### config.mk
export PLATFORM = sky130hd
export DESIGN_NAME = axis_pkt_stats
export DESIGN_NICKNAME = d
export VERILOG_FILES = /design/src/rtl/axis_pkt_stats_pkg.sv /design/src/rtl/axis_pkt_stats_ch.sv /design/src/rtl/axis_pkt_stats.sv
export SDC_FILE = /design/constraint.sdc
export NUM_CORES = 1
export LEC_CHECK = 0
export ABC_AREA = 1
export CORE_MARGIN = 3
export CORE_UTILIZATION = 40
export DETAILED_ROUTE_END_ITERATION = 10
export PLACE_DENSITY_LB_ADDON = 0.25
export SETUP_SLACK_MARGIN = 0.4
export SYNTH_ARGS = -nofsm -noshare
export SYNTH_HDL_FRONTEND = slang
export SYNTH_HIERARCHICAL = 1
export SYNTH_SLANG_ARGS = --single-unit
### constraint.sdc
create_clock -name clk -period 15.7 [get_ports clk]
set_clock_uncertainty 0.2 [all_clocks]
set_input_delay 3.14 -clock clk [delete_from_list [all_inputs] [get_ports clk]]
set_output_delay 3.14 -clock clk [all_outputs]
set_load 0.005 [all_outputs]
### src/rtl/axis_pkt_stats_pkg.sv
// Shared constants for the AXI4-Stream packet statistics tap: register map,
// ID value, CTRL bit positions, AXI-Lite handshake states and the TKEEP popcount.
package axis_pkt_stats_pkg;

  localparam int unsigned AXIL_DATA_W = 32;
  localparam int unsigned MAX_KEEP_W  = 128;  // widest TKEEP the popcount accepts
  localparam int unsigned LEN_W       = 8;    // beat byte count, holds 0..MAX_KEEP_W
  localparam int unsigned ERR_W       = 16;

  localparam logic [7:0] REG_ID      = 8'h00;
  localparam logic [7:0] REG_CTRL    = 8'h04;

  // Word offsets inside a channel's 16-byte block
  localparam logic [1:0] CH_PKT    = 2'd0;
  localparam logic [1:0] CH_BYTE   = 2'd1;
  localparam logic [1:0] CH_MAX    = 2'd2;
  localparam logic [1:0] CH_STATUS = 2'd3;

  localparam logic [AXIL_DATA_W-1:0] ID_BASE = 32'h5354_0001;

  localparam int unsigned CTRL_CLEAR  = 0;
  localparam int unsigned CTRL_FREEZE = 1;

  localparam logic [1:0] RESP_OKAY = 2'b00;

  typedef enum logic [1:0] {
    AXI_IDLE,
    AXI_ACCEPT,
    AXI_RESP
  } axi_state_e;

  // Number of set TKEEP bits; narrower keeps are zero-extended by the caller.
  function automatic logic [LEN_W-1:0] popcount(input logic [MAX_KEEP_W-1:0] keep);
    logic [LEN_W-1:0] n;
    n = '0;
    for (int i = 0; i < int'(MAX_KEEP_W); i++) n = n + LEN_W'(keep[i]);
    return n;
  endfunction

endpackage

### src/rtl/axis_pkt_stats_ch.sv
// One monitored stream channel: saturating packet/byte/max-length counters,
// running packet length and in-packet flag.
// Optional per-channel error counter when AXIS_PKT_STATS_ERR_EN is defined.
// Ports: clk, rst (sync, active-high), clear/freeze from CTRL,
//        tvalid/tready/tkeep/tlast tap, counter and status outputs.
module axis_pkt_stats_ch
  import axis_pkt_stats_pkg::*;
#(
  parameter int unsigned KEEP_W = 64,
  parameter int unsigned CNT_W  = 32
) (
  input  logic              clk,
  input  logic              rst,
  input  logic              clear,
  input  logic              freeze,
  input  logic              tvalid,
  input  logic              tready,
  input  logic [KEEP_W-1:0] tkeep,
  input  logic              tlast,
  output logic [CNT_W-1:0]  pkt_cnt,
  output logic [CNT_W-1:0]  byte_cnt,
  output logic [CNT_W-1:0]  max_len,
  output logic              in_pkt,
  output logic [ERR_W-1:0]  err_cnt
);

  localparam int unsigned SUM_W = ((CNT_W > LEN_W) ? CNT_W : LEN_W) + 1;
  localparam logic [SUM_W-1:0] SAT = SUM_W'({CNT_W{1'b1}});

  // Add with saturation at 2^CNT_W-1
  function automatic logic [CNT_W-1:0] sat_add(input logic [CNT_W-1:0] a,
                                               input logic [LEN_W-1:0] b);
    logic [SUM_W-1:0] s;
    s = SUM_W'(a) + SUM_W'(b);
    return (s > SAT) ? {CNT_W{1'b1}} : s[CNT_W-1:0];
  endfunction

  logic             beat;
  logic [LEN_W-1:0] bytes;
  logic [CNT_W-1:0] cur_len;
  logic [CNT_W-1:0] pkt_len;

  assign beat    = tvalid & tready;
  assign bytes   = popcount(MAX_KEEP_W'(tkeep));
  assign pkt_len = sat_add(cur_len, bytes);

  // cur_len/in_pkt track every beat; counters hold while frozen
  always_ff @(posedge clk) begin
    if (rst || clear) begin
      pkt_cnt  <= '0;
      byte_cnt <= '0;
      max_len  <= '0;
      cur_len  <= '0;
      in_pkt   <= 1'b0;
    end else if (beat) begin
      cur_len <= tlast ? '0 : pkt_len;
      in_pkt  <= !tlast;
      if (!freeze) begin
        byte_cnt <= sat_add(byte_cnt, bytes);
        if (tlast) begin
          pkt_cnt <= sat_add(pkt_cnt, LEN_W'(1));
          if (pkt_len > max_len) max_len <= pkt_len;
        end
      end
    end
  end

`ifdef AXIS_PKT_STATS_ERR_EN
  logic keep_err;

  // Partial keep mid-packet, or an empty beat anywhere
  assign keep_err = (!tlast && (tkeep != {KEEP_W{1'b1}})) || (tkeep == '0);

  always_ff @(posedge clk) begin
    if (rst || clear) begin
      err_cnt <= '0;
    end else if (beat && keep_err && !freeze && (err_cnt != {ERR_W{1'b1}})) begin
      err_cnt <= err_cnt + ERR_W'(1);
    end
  end
`else
  assign err_cnt = '0;
`endif

endmodule

### src/rtl/axis_pkt_stats.sv
// Passive multi-channel AXI4-Stream packet/byte statistics tap with AXI4-Lite readout.
// Ports: clk, rst (sync, active-high); mon_tvalid/tready/tkeep/tlast taps (ch0 in LSBs);
//        s_axi_control_* AXI4-Lite slave (32-bit data, ADDR_W address).
// Build option: AXIS_PKT_STATS_ERR_EN adds per-channel err_cnt in status[31:16].
module axis_pkt_stats
  import axis_pkt_stats_pkg::*;
#(
  parameter  int unsigned NUM_CH = 2,
  parameter  int unsigned DATA_W = 512,
  parameter  int unsigned CNT_W  = 32,
  parameter  int unsigned ADDR_W = 8,
  localparam int unsigned KEEP_W = DATA_W / 8
) (
  input  logic                     clk,
  input  logic                     rst,
  input  logic [NUM_CH-1:0]        mon_tvalid,
  input  logic [NUM_CH-1:0]        mon_tready,
  input  logic [NUM_CH*KEEP_W-1:0] mon_tkeep,
  input  logic [NUM_CH-1:0]        mon_tlast,
  input  logic [ADDR_W-1:0]        s_axi_control_awaddr,
  input  logic                     s_axi_control_awvalid,
  output logic                     s_axi_control_awready,
  input  logic [AXIL_DATA_W-1:0]   s_axi_control_wdata,
  input  logic [3:0]               s_axi_control_wstrb,
  input  logic                     s_axi_control_wvalid,
  output logic                     s_axi_control_wready,
  output logic [1:0]               s_axi_control_bresp,
  output logic                     s_axi_control_bvalid,
  input  logic                     s_axi_control_bready,
  input  logic [ADDR_W-1:0]        s_axi_control_araddr,
  input  logic                     s_axi_control_arvalid,
  output logic                     s_axi_control_arready,
  output logic [AXIL_DATA_W-1:0]   s_axi_control_rdata,
  output logic [1:0]               s_axi_control_rresp,
  output logic                     s_axi_control_rvalid,
  input  logic                     s_axi_control_rready
);

  axi_state_e wr_state;
  axi_state_e rd_state;
  logic       aw_w_ready;
  logic       wr_fire;
  logic       ctrl_hit;
  logic       clear;
  logic       freeze;

  logic [CNT_W-1:0] pkt_cnt  [NUM_CH];
  logic [CNT_W-1:0] byte_cnt [NUM_CH];
  logic [CNT_W-1:0] max_len  [NUM_CH];
  logic             in_pkt   [NUM_CH];
  logic [ERR_W-1:0] err_cnt  [NUM_CH];

  logic [ADDR_W-5:0]      rd_region;
  logic [1:0]             rd_off;
  logic [AXIL_DATA_W-1:0] rd_mux;

  logic unused_bits;
  assign unused_bits = ^{s_axi_control_wdata[AXIL_DATA_W-1:2], s_axi_control_wstrb[3:1],
                         s_axi_control_awaddr[1:0], s_axi_control_araddr[1:0]};

  for (genvar g = 0; g < int'(NUM_CH); g++) begin : g_ch
    axis_pkt_stats_ch #(
      .KEEP_W(KEEP_W),
      .CNT_W (CNT_W)
    ) u_ch (
      .clk     (clk),
      .rst     (rst),
      .clear   (clear),
      .freeze  (freeze),
      .tvalid  (mon_tvalid[g]),
      .tready  (mon_tready[g]),
      .tkeep   (mon_tkeep[g*KEEP_W +: KEEP_W]),
      .tlast   (mon_tlast[g]),
      .pkt_cnt (pkt_cnt[g]),
      .byte_cnt(byte_cnt[g]),
      .max_len (max_len[g]),
      .in_pkt  (in_pkt[g]),
      .err_cnt (err_cnt[g])
    );
  end

  assign s_axi_control_awready = aw_w_ready;
  assign s_axi_control_wready  = aw_w_ready;

  assign wr_fire  = aw_w_ready & s_axi_control_awvalid & s_axi_control_wvalid;
  assign ctrl_hit = ({s_axi_control_awaddr[ADDR_W-1:2], 2'b00} == ADDR_W'(REG_CTRL))
                    && s_axi_control_wstrb[0];
  // Clear acts on the handshake cycle so a beat in that same cycle is dropped
  assign clear    = wr_fire & ctrl_hit & s_axi_control_wdata[CTRL_CLEAR];

  // Write channel: accept AW+W together, then hold BVALID until BREADY
  always_ff @(posedge clk) begin
    if (rst) begin
      wr_state             <= AXI_IDLE;
      aw_w_ready           <= 1'b0;
      s_axi_control_bvalid <= 1'b0;
      s_axi_control_bresp  <= RESP_OKAY;
      freeze               <= 1'b0;
    end else begin
      s_axi_control_bresp <= RESP_OKAY;
      case (wr_state)
        AXI_IDLE: begin
          if (s_axi_control_awvalid && s_axi_control_wvalid) begin
            aw_w_ready <= 1'b1;
            wr_state   <= AXI_ACCEPT;
          end
        end
        AXI_ACCEPT: begin
          aw_w_ready           <= 1'b0;
          s_axi_control_bvalid <= 1'b1;
          wr_state             <= AXI_RESP;
          if (wr_fire && ctrl_hit) freeze <= s_axi_control_wdata[CTRL_FREEZE];
        end
        AXI_RESP: begin
          if (s_axi_control_bready) begin
            s_axi_control_bvalid <= 1'b0;
            wr_state             <= AXI_IDLE;
          end
        end
        default: wr_state <= AXI_IDLE;
      endcase
    end
  end

  assign rd_region = s_axi_control_araddr[ADDR_W-1:4];
  assign rd_off    = s_axi_control_araddr[3:2];

  // Read mux: region 0 holds ID/CTRL, region ch+1 holds that channel's block
  always_comb begin
    rd_mux = '0;
    if (rd_region == '0) begin
      case ({rd_off, 2'b00})
        REG_ID[3:0]:   rd_mux = ID_BASE | (AXIL_DATA_W'(NUM_CH) << 8);
        REG_CTRL[3:0]: rd_mux = {30'd0, freeze, 1'b0};
        default:       rd_mux = '0;
      endcase
    end
    for (int i = 0; i < int'(NUM_CH); i++) begin
      if (rd_region == (ADDR_W-4)'(i + 1)) begin
        case (rd_off)
          CH_PKT:    rd_mux = AXIL_DATA_W'(pkt_cnt[i]);
          CH_BYTE:   rd_mux = AXIL_DATA_W'(byte_cnt[i]);
          CH_MAX:    rd_mux = AXIL_DATA_W'(max_len[i]);
          CH_STATUS: rd_mux = {err_cnt[i], 15'd0, in_pkt[i]};
          default:   rd_mux = '0;
        endcase
      end
    end
  end

  // Read channel: ARREADY pulse, then RDATA/RVALID held until RREADY
  always_ff @(posedge clk) begin
    if (rst) begin
      rd_state              <= AXI_IDLE;
      s_axi_control_arready <= 1'b0;
      s_axi_control_rvalid  <= 1'b0;
      s_axi_control_rdata   <= '0;
      s_axi_control_rresp   <= RESP_OKAY;
    end else begin
      s_axi_control_rresp <= RESP_OKAY;
      case (rd_state)
        AXI_IDLE: begin
          if (s_axi_control_arvalid) begin
            s_axi_control_arready <= 1'b1;
            rd_state              <= AXI_ACCEPT;
          end
        end
        AXI_ACCEPT: begin
          s_axi_control_arready <= 1'b0;
          s_axi_control_rvalid  <= 1'b1;
          s_axi_control_rdata   <= rd_mux;
          rd_state              <= AXI_RESP;
        end
        AXI_RESP: begin
          if (s_axi_control_rready) begin
            s_axi_control_rvalid <= 1'b0;
            rd_state             <= AXI_IDLE;
          end
        end
        default: rd_state <= AXI_IDLE;
      endcase
    end
  end

endmodule

# Word-level counts from Yosys, hierarchy flattened
# Index checks and enable logic that the tools add are counted.
# word_totals
regBits	299
inputBits	193
out_inout_bits	41
wordCells	234
# classes
addsub	132
magnitude_cmp	8
n_eq_ne	14
muxes	28
n_bitwise	7
n_reduce_logical	27
# op_table
op	n
adder 8 x 1 -> 8 bit	124
2-to-1 mux 32 bit	10
one-hot mux 32 bit (4 select lines)	2
greater-than comparator 33 x 32 -> 1 bit (second input constant)	6
adder 32 x 8 -> 33 bit	4
adder 32 x 1 -> 33 bit (second input constant)	2
greater-than comparator 32 bit	2
one-hot mux 31 bit (2 select lines)	1
2-to-1 mux 31 bit	1
AND reduction 2 bit	9
one-hot mux 2 bit (3 select lines)	2
equality test 2 bit (second input constant)	4
2-to-1 mux 2 bit	4
inequality test 2 bit (second input constant)	4
one-hot mux 1 bit (2 select lines)	4
AND reduction 4 bit	2
nonzero test 2 bit	4
AND 1 bit	6
equality test 2 x 1 -> 1 bit (second input constant)	3
equality test 6 x 1 -> 1 bit (second input constant)	1
zero test 2 bit	3
AND reduction 3 bit	2
adder 1 x 1 -> 2 bit	2
equality test 4 x 1 -> 1 bit (second input constant)	1
7 further kinds	13

# Depth between registers and ports, before layout
# depth
ltp_word	68
ltp_mapped	51
ltp_nobuf	49

# Cells and area by module
# The synthesis kept the hierarchy.
# modules_own_cells
module	n_inst	cells_per_inst	area_per_inst_um2	seq_area_each_um2
axis_pkt_stats_ch at g_ch[0].u_ch	1	1636	10954.3	2582.5
axis_pkt_stats_ch at g_ch[1].u_ch	1	1650	10844.2	2582.5
axis_pkt_stats	1	689	3652.3	820.8

# Worst setup path after synthesis
# Ideal clock, no wire load.
# synth_timing
path_type	input-to-reg
start	input port mon_tkeep[0]
end	register g_ch[0].u_ch.max_len[24]
arrival_time_ns	12.436
t_required_ns	15.388
path_slack_ns	2.952
path_stages	42
path_buffers	2
path_cell_list	inv_1 fa_1 fa_1 fa_1 fa_1 inv_1 ha_1 inv_1 fa_1 fa_1 fa_1 fa_1 fa_1 fa_1 inv_1 ha_1 nand3_1 nand2_1 (+6 left out) o21ai_2 nand2_1 nor2_1 nand3_1 buf_2 nand3b_1 ha_1 a21oi_1 o21ai_0 nand2_1 o211ai_1 nand3b_1 nand3_1 o21ai_1 clkbuf_1 nand2_1 nand2_1 nor2_1
# synth_via
elab_chain_len	68
# synth_rtl
item	line_no	text
start: declaration	axis_pkt_stats.sv:18	input logic [NUM_CH*KEEP_W-1:0] mon_tkeep,
adder 1 x 1 -> 2 bit (*)	axis_pkt_stats_pkg.sv:36	for (int i = 0; i < int'(MAX_KEEP_W); i++) n = n + LEN_W'(keep[i]);
adder 8 x 1 -> 8 bit (*) (62 in a row)	axis_pkt_stats_pkg.sv:36	
adder 32 x 8 -> 33 bit (*)	axis_pkt_stats_ch.sv:34	s = SUM_W'(a) + SUM_W'(b);
greater-than comparator 33 x 32 -> 1 bit	axis_pkt_stats_ch.sv:35	return (s > SAT) ? {CNT_W{1'b1}} : s[CNT_W-1:0];
2-to-1 mux 32 bit (*)	axis_pkt_stats_ch.sv:35	
net g_ch[0].u_ch.pkt_len[19]	axis_pkt_stats_ch.sv:41	logic [CNT_W-1:0] pkt_len;
greater-than comparator 32 bit (*)	axis_pkt_stats_ch.sv:62	if (pkt_len > max_len) max_len <= pkt_len;
AND reduction 4 bit (no line) (*)	--	
end signal: assignment	axis_pkt_stats_ch.sv:62	
end: declaration	axis_pkt_stats_ch.sv:22	output logic [CNT_W-1:0] max_len,
# The timed path passes the listed nets; every way through them passes the cells marked *.
# A chain may end at the register's enable or synchronous reset.

# Final worst setup path
# layout_timing
start	input port mon_tkeep[0]
end	register g_ch[0].u_ch.max_len[11]
# Same word-level chain as after synthesis.

==> results.md <==
* Setup Viol. Count Final at 0
* H-tree Lvls at 2
* Final period utilization at 91.5%
* Initial Util at 40.9%
* Post-synth EDFFs at 0
* Setup TNS Final at 0 ns
* Core area at 62300 sq um
* Crit path kind: in -> reg
* Min Hold Slack at 0.218 ns
* Vias in the first global route at 22100
* Sequential element share of the synthesized area at 23.5%
* Final hold violation count at 0
* Die width at 258 um
* Fillcell total at 6485
* CP delay by family, top: adder cells
* Post-route ant nets at 0
* Count leader, synth: nand2_1
* Post-synthesis cell area at 25500 sq um
* Placed cell areas at 27800 sq um
* Synth warn at 6
* Nets at 4522
* Resized cells post-CTS at 0
* Stages on worst setup path at 43
* Clock sink count at 299
* Max-cap violations at 0
* WP buf/inv at 7
* Worst Setup SP: mon_tkeep[0]
* R2r endpoint: g_ch[0].u_ch/max_len[11]
* Critical R2R Launch: g_ch[0].u_ch/cur_len[0]
* Worst path slowest cell: o21ai_4
* Post-Syn Instances at 3975
* Min-delay src: wr_state[0]
* Fin cells at 4952
* Synth top area cells: dfxtp_1, nand2_1, inv_1
* Full die area at 66700 sq um
* IO Pins at 234
* Clock latency on the worst-skew pair at 0.56 ns
* Die height at 258 um
* Global-route track usage on met3 at 3.29%
* Initial drt markers at 2133
* GR peak layer: met2
* Total GRT Usage at 21.7%
* Async S/R FF share, synth at 0%
* 1st-pass router iterations at 7
* Worst Hold Class: reg -> reg
* Routed Wire Length at 74.3 mm
* Root buf cell: clkbuf_16
* Status: finished clean
* Routing usage on met2 at 33.9%
* RSZ-0062 raised after global routing: no
* Clk slew on worst S/H paths at 0.06 ns
* WL per Instance at 15.0 um
* Synth top area share at 23.5%
* Synthesized flop and latch total at 299
* Largest net degree at the start of global routing at 73
* Area growth from synthesis to layout at 14.3%
* Max Slew Vio Count at 0
* Startpoint types: input port
* Grt total ovfl at 0
* Inst Count DP at 4885
* Area leader, netlist: dfxtp_1
* Site Rows at 91
* Detailed placement HPWL at 56.5 mm
* Worst endpoint required time at 15.95 ns
* Layout cells sized above 1 at 4.81%
* Setup slack, reg-to-reg at 10.10 ns
* Global placement routability congestion at 0.918
* Residual DRC at 0
* Crit path DAT at 14.62 ns
* Worst slew pin tran at 1.15 ns
* Reg2Reg Depth at 23
* Crit end category: flip-flop
* Clock tree buffer depth at 3
* Minimum clock period at 14.37 ns
* Num CTS Buffers at 37
* Slew headroom at 23.2%
* Post-synth top cells: nand2_1, inv_1, nor2_1, dfxtp_1, nand3_1
* Crit Path Max Fanout at 49
* Distinct cells, synth at 53
* Post-route cell area at 29100 sq um
* Buffers inserted by post-CTS timing repair at 0
* Largest stage delay, worst path at 0.93 ns
* IO Port Bufs at 192
* Vias per cell at 4.93
* Hold Buf Count CTS at 0
* Worst path most repeated cell: fa_1
* F_max at 69.6 MHz
* Leading register cell type out of synthesis: dfxtp_1
* Vias at 24400
* Initial antenna violation count at 0
* Met1 usage at 31.3%
* CTS tree: built
* Avg Cell Area, Syn at 6.40 sq um
* CP endpoint: g_ch[0].u_ch/max_len[11]
* # diodes at 0
* First-pass GRT wire length at 118 mm
placed cells by master (no fill, tap or decap), drive strengths merged, types with 110 or more instances in the layout:
master and count:
a21oi 213, clkdlybuf4s50 192, dfxtp 299, fa 110
ha 132, inv 643, nand2 1147, nand3 302
nor2 501, o21ai 119
worst register-to-register path, cell delays in order (launching register included):
cell	delay [ns]
dfxtp_1	0.33
ha_1	0.18
inv_1	0.06
fa_1	0.41
o21ai_2	0.20
a21oi_1	0.16
o21ai_2	0.34
nand2_1	0.18
nor2_1	0.24
nand3_1	0.34
buf_12	0.28
nand3b_1	0.19
ha_1	0.28
a21oi_1	0.13
o21ai_0	0.09
nand2_1	0.07
o211ai_1	0.08
nand3b_1	0.09
nand3_1	0.15
o21ai_4	0.93
buf_4	0.37
nand2_1	0.07
nand2_1	0.06
nor2_1	0.04
per-stage QoR:
| step | util, % | worst slack (ns) |
|---|---|---|
| 6_report | 46.7 | 1.33 |
| 5_1_grt | 46.7 | 0.591 |
| 3_3_place_gp | 44.6 | 0.805 |
| 2_1_floorplan | - | 2.95 |
| 4_1_cts | 46.7 | 1.30 |
| 3_5_place_dp | 44.6 | 0.740 |
registers in the layout, indices dropped and copies added, names as in the netlist:
name                   cells
s_axi_control_rvalid       1
g_ch.u_ch/in_pkt           2
s_axi_control_bvalid       1
freeze                     1
g_ch.u_ch/pkt_cnt         64
s_axi_control_arready      1
g_ch.u_ch/byte_cnt        64
s_axi_control_awready      1
wr_state                   2
g_ch.u_ch/cur_len         64
rd_state                   2
g_ch.u_ch/max_len         64
s_axi_control_rdata       32
kinds of logic (layout without fill, tap and decap cells):
logic type	count (synthesis)	after routing	share of synthesized area [%]
flip-flops	299	299	23.5
AND/OR/NAND/NOR	2112	2112	35.6
buffers and inverters	814	921	13.4
adder cells (fa/ha/maj)	242	242	15.1
AO/OA/AOI/OAI	388	388	8.28
XOR/XNOR	117	117	4.06
other	3	36	0.0442
layout make-up:
cell class                      count  area (sq um)  area share (%)
Clock inverter                     21           262           0.899
Sequential cell                   299          5990            20.6
Multi-Input combinational cell   2895         16200            55.9
Tap cell                          837          1050            3.60
Timing Repair Buffer              211          2090            7.18
Clock buffer                       46          1030            3.55
Inverter                          643          2420            8.33
per-layer routing:
metal	routed length (um)	vias to the layer above
li1	-	12500
met3	5290	93
met2	32400	719
met5	0	-
met4	1800	0
met1	34800	11100
worst min-delay path by stage:
stage / slack [ns] / end / cells past startpoint
floorplan: 0.20 / wr_state[0] / 1
global placement: 0.21 / wr_state[0] / 1
detailed placement: 0.21 / wr_state[0] / 1
CTS: 0.22 / wr_state[0] / 1
global route: 0.25 / wr_state[0] / 1
finish: 0.22 / wr_state[0] / 1
Power is left out: the tool's default activity adds up to more than one toggle a clock period on the data nets, which glitch-free logic cannot reach.
